File: src/rtl/uart_pkg.sv
// uart_pkg: shared byte width and drain FSM state type for the UART transmit path
package uart_pkg;
  localparam int UART_BYTE_W = 8;
  typedef enum logic [1:0] {IDLE, SEND, WAIT} drain_state_t;
endpackage

File: src/rtl/uart_byte_fifo.sv
// uart_byte_fifo: synchronous byte FIFO with flush and registered level/empty/full
// ports: clk/rst; push+push_data write; pop consumes head (valid while !empty);
//        flush discards all contents; level/empty/full describe the state after each edge
module uart_byte_fifo import uart_pkg::*; #(
  parameter int DEPTH = 16,
  localparam int AW = $clog2(DEPTH),
  localparam int LW = AW + 1
) (
  input  logic                   clk,
  input  logic                   rst,
  input  logic                   push,
  input  logic [UART_BYTE_W-1:0] push_data,
  input  logic                   pop,
  input  logic                   flush,
  output logic [UART_BYTE_W-1:0] head,
  output logic [LW-1:0]          level,
  output logic                   empty,
  output logic                   full
);
  logic [UART_BYTE_W-1:0] mem [DEPTH];
  logic [AW-1:0] wptr, rptr;
  logic do_push, do_pop;
  logic [LW-1:0] nxt_level;
  always_comb begin
    do_push = push & ~full;
    do_pop = pop & ~empty;
    nxt_level = level + LW'(do_push) - LW'(do_pop);
  end
  assign head = mem[rptr];
  always_ff @(posedge clk) if (do_push) mem[wptr] <= push_data;
  always_ff @(posedge clk) begin
    if (rst | flush) begin
      wptr <= '0;
      rptr <= '0;
      level <= '0;
      empty <= 1'b1;
      full <= 1'b0;
    end else begin
      wptr <= wptr + AW'(do_push);
      rptr <= rptr + AW'(do_pop);
      level <= nxt_level;
      empty <= nxt_level == '0;
      full <= nxt_level == LW'(DEPTH);
    end
  end
endmodule

File: src/rtl/uart_tx_buf.sv
// uart_tx_buf: unpacks 1-4 byte bus words into a byte FIFO and drains it to the UART transmitter
// ports: clk_i/rst_i; wr_data_i/wr_len_i/wr_vld_i/wr_rdy_o word write; flush_i discards buffered data;
//        uart_tx_data_o/uart_tx_data_vld_o/uart_tx_data_rdy_i byte handshake; level_o/empty_o/full_o status
module uart_tx_buf import uart_pkg::*; #(
  parameter int DEPTH = 16,
  localparam int LVL_W = $clog2(DEPTH) + 1
) (
  input  logic                   clk_i,
  input  logic                   rst_i,
  input  logic [31:0]            wr_data_i,
  input  logic [1:0]             wr_len_i,
  input  logic                   wr_vld_i,
  output logic                   wr_rdy_o,
  input  logic                   flush_i,
  output logic [UART_BYTE_W-1:0] uart_tx_data_o,
  output logic                   uart_tx_data_vld_o,
  input  logic                   uart_tx_data_rdy_i,
  output logic [LVL_W-1:0]       level_o,
  output logic                   empty_o,
  output logic                   full_o
);
  logic busy, pop;
  logic [31:0] word;
  logic [1:0] len, idx;
  logic [UART_BYTE_W-1:0] cur_byte, head;
  drain_state_t state;
  assign wr_rdy_o = ~busy;
  assign cur_byte = word[{idx, 3'b000} +: UART_BYTE_W];
  assign pop = (state == IDLE) & ~empty_o & uart_tx_data_rdy_i;
  uart_byte_fifo #(.DEPTH(DEPTH)) u_fifo (
    .clk(clk_i),
    .rst(rst_i),
    .push(busy),
    .push_data(cur_byte),
    .pop(pop),
    .flush(flush_i),
    .head(head),
    .level(level_o),
    .empty(empty_o),
    .full(full_o)
  );
  // unpacker: one byte per non-full cycle, lowest byte first
  always_ff @(posedge clk_i) begin
    if (rst_i | flush_i) begin
      busy <= 1'b0;
      word <= '0;
      len <= '0;
      idx <= '0;
    end else if (!busy) begin
      busy <= wr_vld_i;
      if (wr_vld_i) begin
        word <= wr_data_i;
        len <= wr_len_i;
        idx <= '0;
      end
    end else if (!full_o) begin
      idx <= idx + 2'd1;
      busy <= idx != len;
    end
  end
  // drain FSM: strobe once, then wait for the transmitter to drop ready before the next pop
  always_ff @(posedge clk_i) begin
    if (rst_i) begin
      state <= IDLE;
      uart_tx_data_o <= '0;
      uart_tx_data_vld_o <= 1'b0;
    end else begin
      uart_tx_data_vld_o <= pop;
      if (pop) uart_tx_data_o <= head;
      state <= pop ? SEND : state == SEND ? WAIT : (state == WAIT && !uart_tx_data_rdy_i) ? IDLE : state;
    end
  end
endmodule
File: config.mk
export PLATFORM = sky130hd
export DESIGN_NAME = uart_tx_buf
export DESIGN_NICKNAME = d
export VERILOG_FILES = /design/src/rtl/uart_pkg.sv /design/src/rtl/uart_byte_fifo.sv /design/src/rtl/uart_tx_buf.sv
export SDC_FILE = /design/constraint.sdc
export NUM_CORES = 1
export LEC_CHECK = 0
export ABC_CLOCK_PERIOD_IN_PS = 2900
export CORE_MARGIN = 8
export CORE_UTILIZATION = 44
export DETAILED_ROUTE_END_ITERATION = 6
export PLACE_DENSITY_LB_ADDON = 0.08
export SETUP_SLACK_MARGIN = 0.05
export SLEW_MARGIN = 10
export SYNTH_ARGS = -nofsm -noshare
export SYNTH_HDL_FRONTEND = slang
export SYNTH_SLANG_ARGS = --single-unit
File: constraint.sdc
create_clock -name clk_i -period 2.9 [get_ports clk_i]
set_clock_uncertainty 0.15 [all_clocks]
set_input_delay 0.29 -clock clk_i [delete_from_list [all_inputs] [get_ports clk_i]]
set_output_delay 0.29 -clock clk_i [all_outputs]
set_load 0.005 [all_outputs]
==> flow_summary_export.csv <==
group,metric,value,unit
timing,worst_pin_slew,0.895,ns
global_routing,grt_util_all_layers,0.144,
timing,rsz0062_at_grt,"true",
critical_path,critPathArrivalTime,3.03,ns
placement,placed_area,8420,um2
clock_tree,cts_sinks,191,
yosys,ys_ff_latch,191,
critical_path,r2r_end,"u_fifo.empty",
placement,gp_congestion,0.720,
route,drt-initial-drc-count,223,
timing,slew_viol_final,0,
yosys,synth_largest_area_cell,"edfxtp_1",
cells_and_area,syn2layout_area_growth,21.2,%
critical_path,r2r_setup_slack,0.07,ns
cells_and_area,layout-drive-gt1-share,0.197,
critical_path,cp-start-kind,"flop",
critical_path,reg2reg_depth,10,
clock_tree,cts_root_buf,"clkbuf_16",
cells_and_area,layout.cells.non_filler,803,
yosys,syn_nets,545,
floorplan,io_pins,56,
floorplan,initial_utilization,0.450,
yosys,synth_area_leaders,"edfxtp_1, dfxtp_1, mux4_2, nand2_1, a21oi_1",
route,ant_nets,0,
floorplan,die_w,147,um
outcome,status,"finished clean",
critical_path,end_kind,"flop",
critical_path,path_delay_family,"simple AND/OR/NAND/NOR gates",
yosys,synth_edf_count,128,
yosys,syn_inst,498,
timing,finalHoldViolCount,0,
route,met3_length,612,um
min_path,min_from,"wr_data_i[27]",
timing,fin_crit,2.83,ns
critical_path,critPathBufInv,1,
pwr,peakVddDrop,443,uV
pwr,cellPowerDensity,638,nW/um2
route,drc,0,
pwr,leakage,2.98,nW
placement,placed_cells,771,
route,wire_per_inst,18.3,um
critical_path,critPathMaxFanout,3,
clock_tree,cts_tree,"built",
route,firstDrtPassIters,5,
floorplan,die_area,21500,um2
yosys,ys_warn_count,0,
floorplan,rows,47,
route,wl_met1,6.66,mm
clock_tree,cts_made_buffers,17,
min_path,min_to,"word[27]",
yosys,avgSynthCellArea,15.1,um2
timing,relSlewSlack,0.403,
placement,port_buffers,55,
timing,setup_viol_count_final,0,
yosys,synth-seq-area-share,0.681,
global_routing,grt_first_pass_wirelength,24.0,mm
global_routing,grt_max_degree,46,
global_routing,grt_pass1_vias,4337,
critical_path,cp_slowest_stage_delay,0.53,ns
global_routing,antenna_found_initial,0,
placement,hpwlAfterDp,10.1,mm
pwr,finalPower,5.80,mW
critical_path,setup.worst_path.class,"reg2reg",
timing,setup_ws,0.0656,ns
timing,setup_tns,0,ns
cells_and_area,nFillCells,1334,
cells_and_area,regArea,5110,um2
clock_tree,cts_post_setup_buffers_inserted,0,
min_path,holdPathStages,3,
pwr,seq_power_share,0.514,
pwr,swShare,0.225,
yosys,synthArstFlopShare,0,
critical_path,required,3.09,ns
route,dr_total_vias,4144,
route,wl_met2,7.24,mm
clock_tree,clkLatencyLatePin,0.43,ns
pwr,power_frac_comb,0.089,
critical_path,cp_slowest_cell,"or4b_4",
pwr,p_int,4.49,mW
route,avgViaCountPerCell,5.16,
yosys,synth_ff_type,"edfxtp_1",
timing,period_share,0.977,
global_routing,overflow,0,
yosys,synthDistinctLibCells,39,
placement,dp_slack,-0.372,ns
pwr,p_switching,1.31,mW
cells_and_area,nNetsFinal,617,
min_path,hold_class,"in2reg",
clock_tree,path_clk_slew,0.07,ns
timing,whs,0.248,ns
route,routed.top_layer,"met4",
yosys,synth_top_area_share,0.513,
cells_and_area,antennaDiodeCount,0,
clock_tree,hold_buffers,0,
timing,fmax,353,MHz
route,drt-total-wl,14.7,mm
floorplan,coreArea,16600,um2
pwr,p_clk_frac,0.397,
job,maxCapViolations,0,
floorplan,die_h,147,um
yosys,synth_area,7500,um2
cells_and_area,multi_input_area,2300,um2
clock_tree,cts_htree_levels,4,
cells_and_area,post-route-util,0.546,
critical_path,crit_chain,"or4b_4, or2_4, nand2_4, ha_4, inv_2, fa_2, xnor2_4, nor4bb_4, mux2i_1, o31ai_1",
clock_tree,cts_buffer_depth,2,
cells_and_area,final_area,9080,um2
critical_path,timing.rr.start,"state[0]",
==> repair_timing <==
item	in CTS	in global routing
pin swaps	2	5
gates resized for setup	4	10
setup endpoints to repair	1	2
==> layer usage <==
layer,global-route usage,vias up
met5,0,-
met1,0.183,2050
met4,0.0469,0
met2,0.232,84
met3,0.0402,10
li1,-,2000
==> cells in the final DEF, fill, tap and decap left out, types with 3 or more instances in the layout <==
master | netlist | routed
a21oi_1 | 39 | 39
and2_1 | 5 | 5
buf_4 | 0 | 27
clkbuf_16 | 0 | 20
clkdlybuf4s50_1 | 0 | 55
clkinv_4 | 0 | 4
dfxtp_1 | 63 | 60
dfxtp_2 | 0 | 3
edfxtp_1 | 128 | 128
ha_1 | 7 | 6
inv_1 | 8 | 7
inv_6 | 0 | 3
mux2i_1 | 17 | 17
mux4_2 | 40 | 40
nand2_1 | 75 | 74
nand3_1 | 3 | 3
nand3b_1 | 10 | 10
nor2_1 | 23 | 23
nor3_1 | 7 | 7
o221ai_1 | 7 | 7
xnor2_1 | 8 | 7
xor2_1 | 3 | 3
==> state kept, by name (all words and copies together) (netlist names) <==
name                flops
u_fifo.rptr             4
u_fifo.empty            1
u_fifo.full             1
u_fifo.wptr             4
u_fifo.level            5
idx                     2
busy                    1
word                   32
uart_tx_data_o          8
state                   2
u_fifo.mem            128
len                     2
uart_tx_data_vld_o      1
==> cell type report <==
cell class,count,area share
clock buffer,21,0.0555
tap,220,0.0303
clock inverter,11,0.0101
sequential,191,0.562
multi-input combinational,269,0.253
inverter,8,0.00331
timing repair buffer,83,0.0851
==> power groups by stage <==
stage                     clock [mW]  combinational, mW  sequential [mW]
after global routing            2.46              0.568             2.99
after detailed placement           0              0.462             3.04
after global placement             0              0.449             3.04
final                           2.30              0.516             2.98
after CTS                       2.34              0.497             2.98
after floorplan                    0              0.273             3.03
==> synthesized netlist by cell type (2+ instances only) <==
| cell | number |
|---|---|
| nand2_1 | 75 |
| mux4_2 | 40 |
| ha_1 | 7 |
| o21ai_0 | 2 |
| nor2_1 | 23 |
| nand3b_1 | 10 |
| nor2b_1 | 3 |
| xor2_1 | 3 |
| nand2b_1 | 2 |
| clkbuf_1 | 20 |
| dfxtp_1 | 63 |
| xnor2_1 | 8 |
| a21oi_1 | 39 |
| and2_1 | 5 |
| or2_2 | 3 |
| nand3_1 | 3 |
| o221ai_1 | 7 |
| mux2i_1 | 17 |
| edfxtp_1 | 128 |
| inv_1 | 8 |
| nor3_1 | 7 |
| buf_2 | 8 |
==> worst max path at each step <==
stage                       start            to  cells past startpoint
2_1_floorplan            state[0]  u_fifo.empty                     10
3_3_place_gp   uart_tx_data_rdy_i  u_fifo.empty                     10
3_5_place_dp   uart_tx_data_rdy_i  u_fifo.empty                     11
4_1_cts                  state[1]  u_fifo.empty                     10
5_1_grt                  state[0]  u_fifo.empty                     10
6_report                 state[0]  u_fifo.empty                     10
==> worst min-delay path: stages <==
cell             delay (ns)
clkdlybuf4s50_1        0.39
nand2_1                0.06
a21oi_1                0.05
==> kinds of logic (layout without fill, tap and decap cells) <==
group                    count (synthesis)  after routing  synth area share
AO/OA/AOI/OAI                           53             53            0.0414
XOR/XNOR                                11             11            0.0129
adder cells (fa/ha/maj)                  8              8            0.0144
buffers and inverters                   38            123            0.0214
flip-flops                             191            191             0.681
multiplexers                            57             57             0.143
AND/OR/NAND/NOR                        140            140            0.0861
Power figures use the tool's default switching activity.
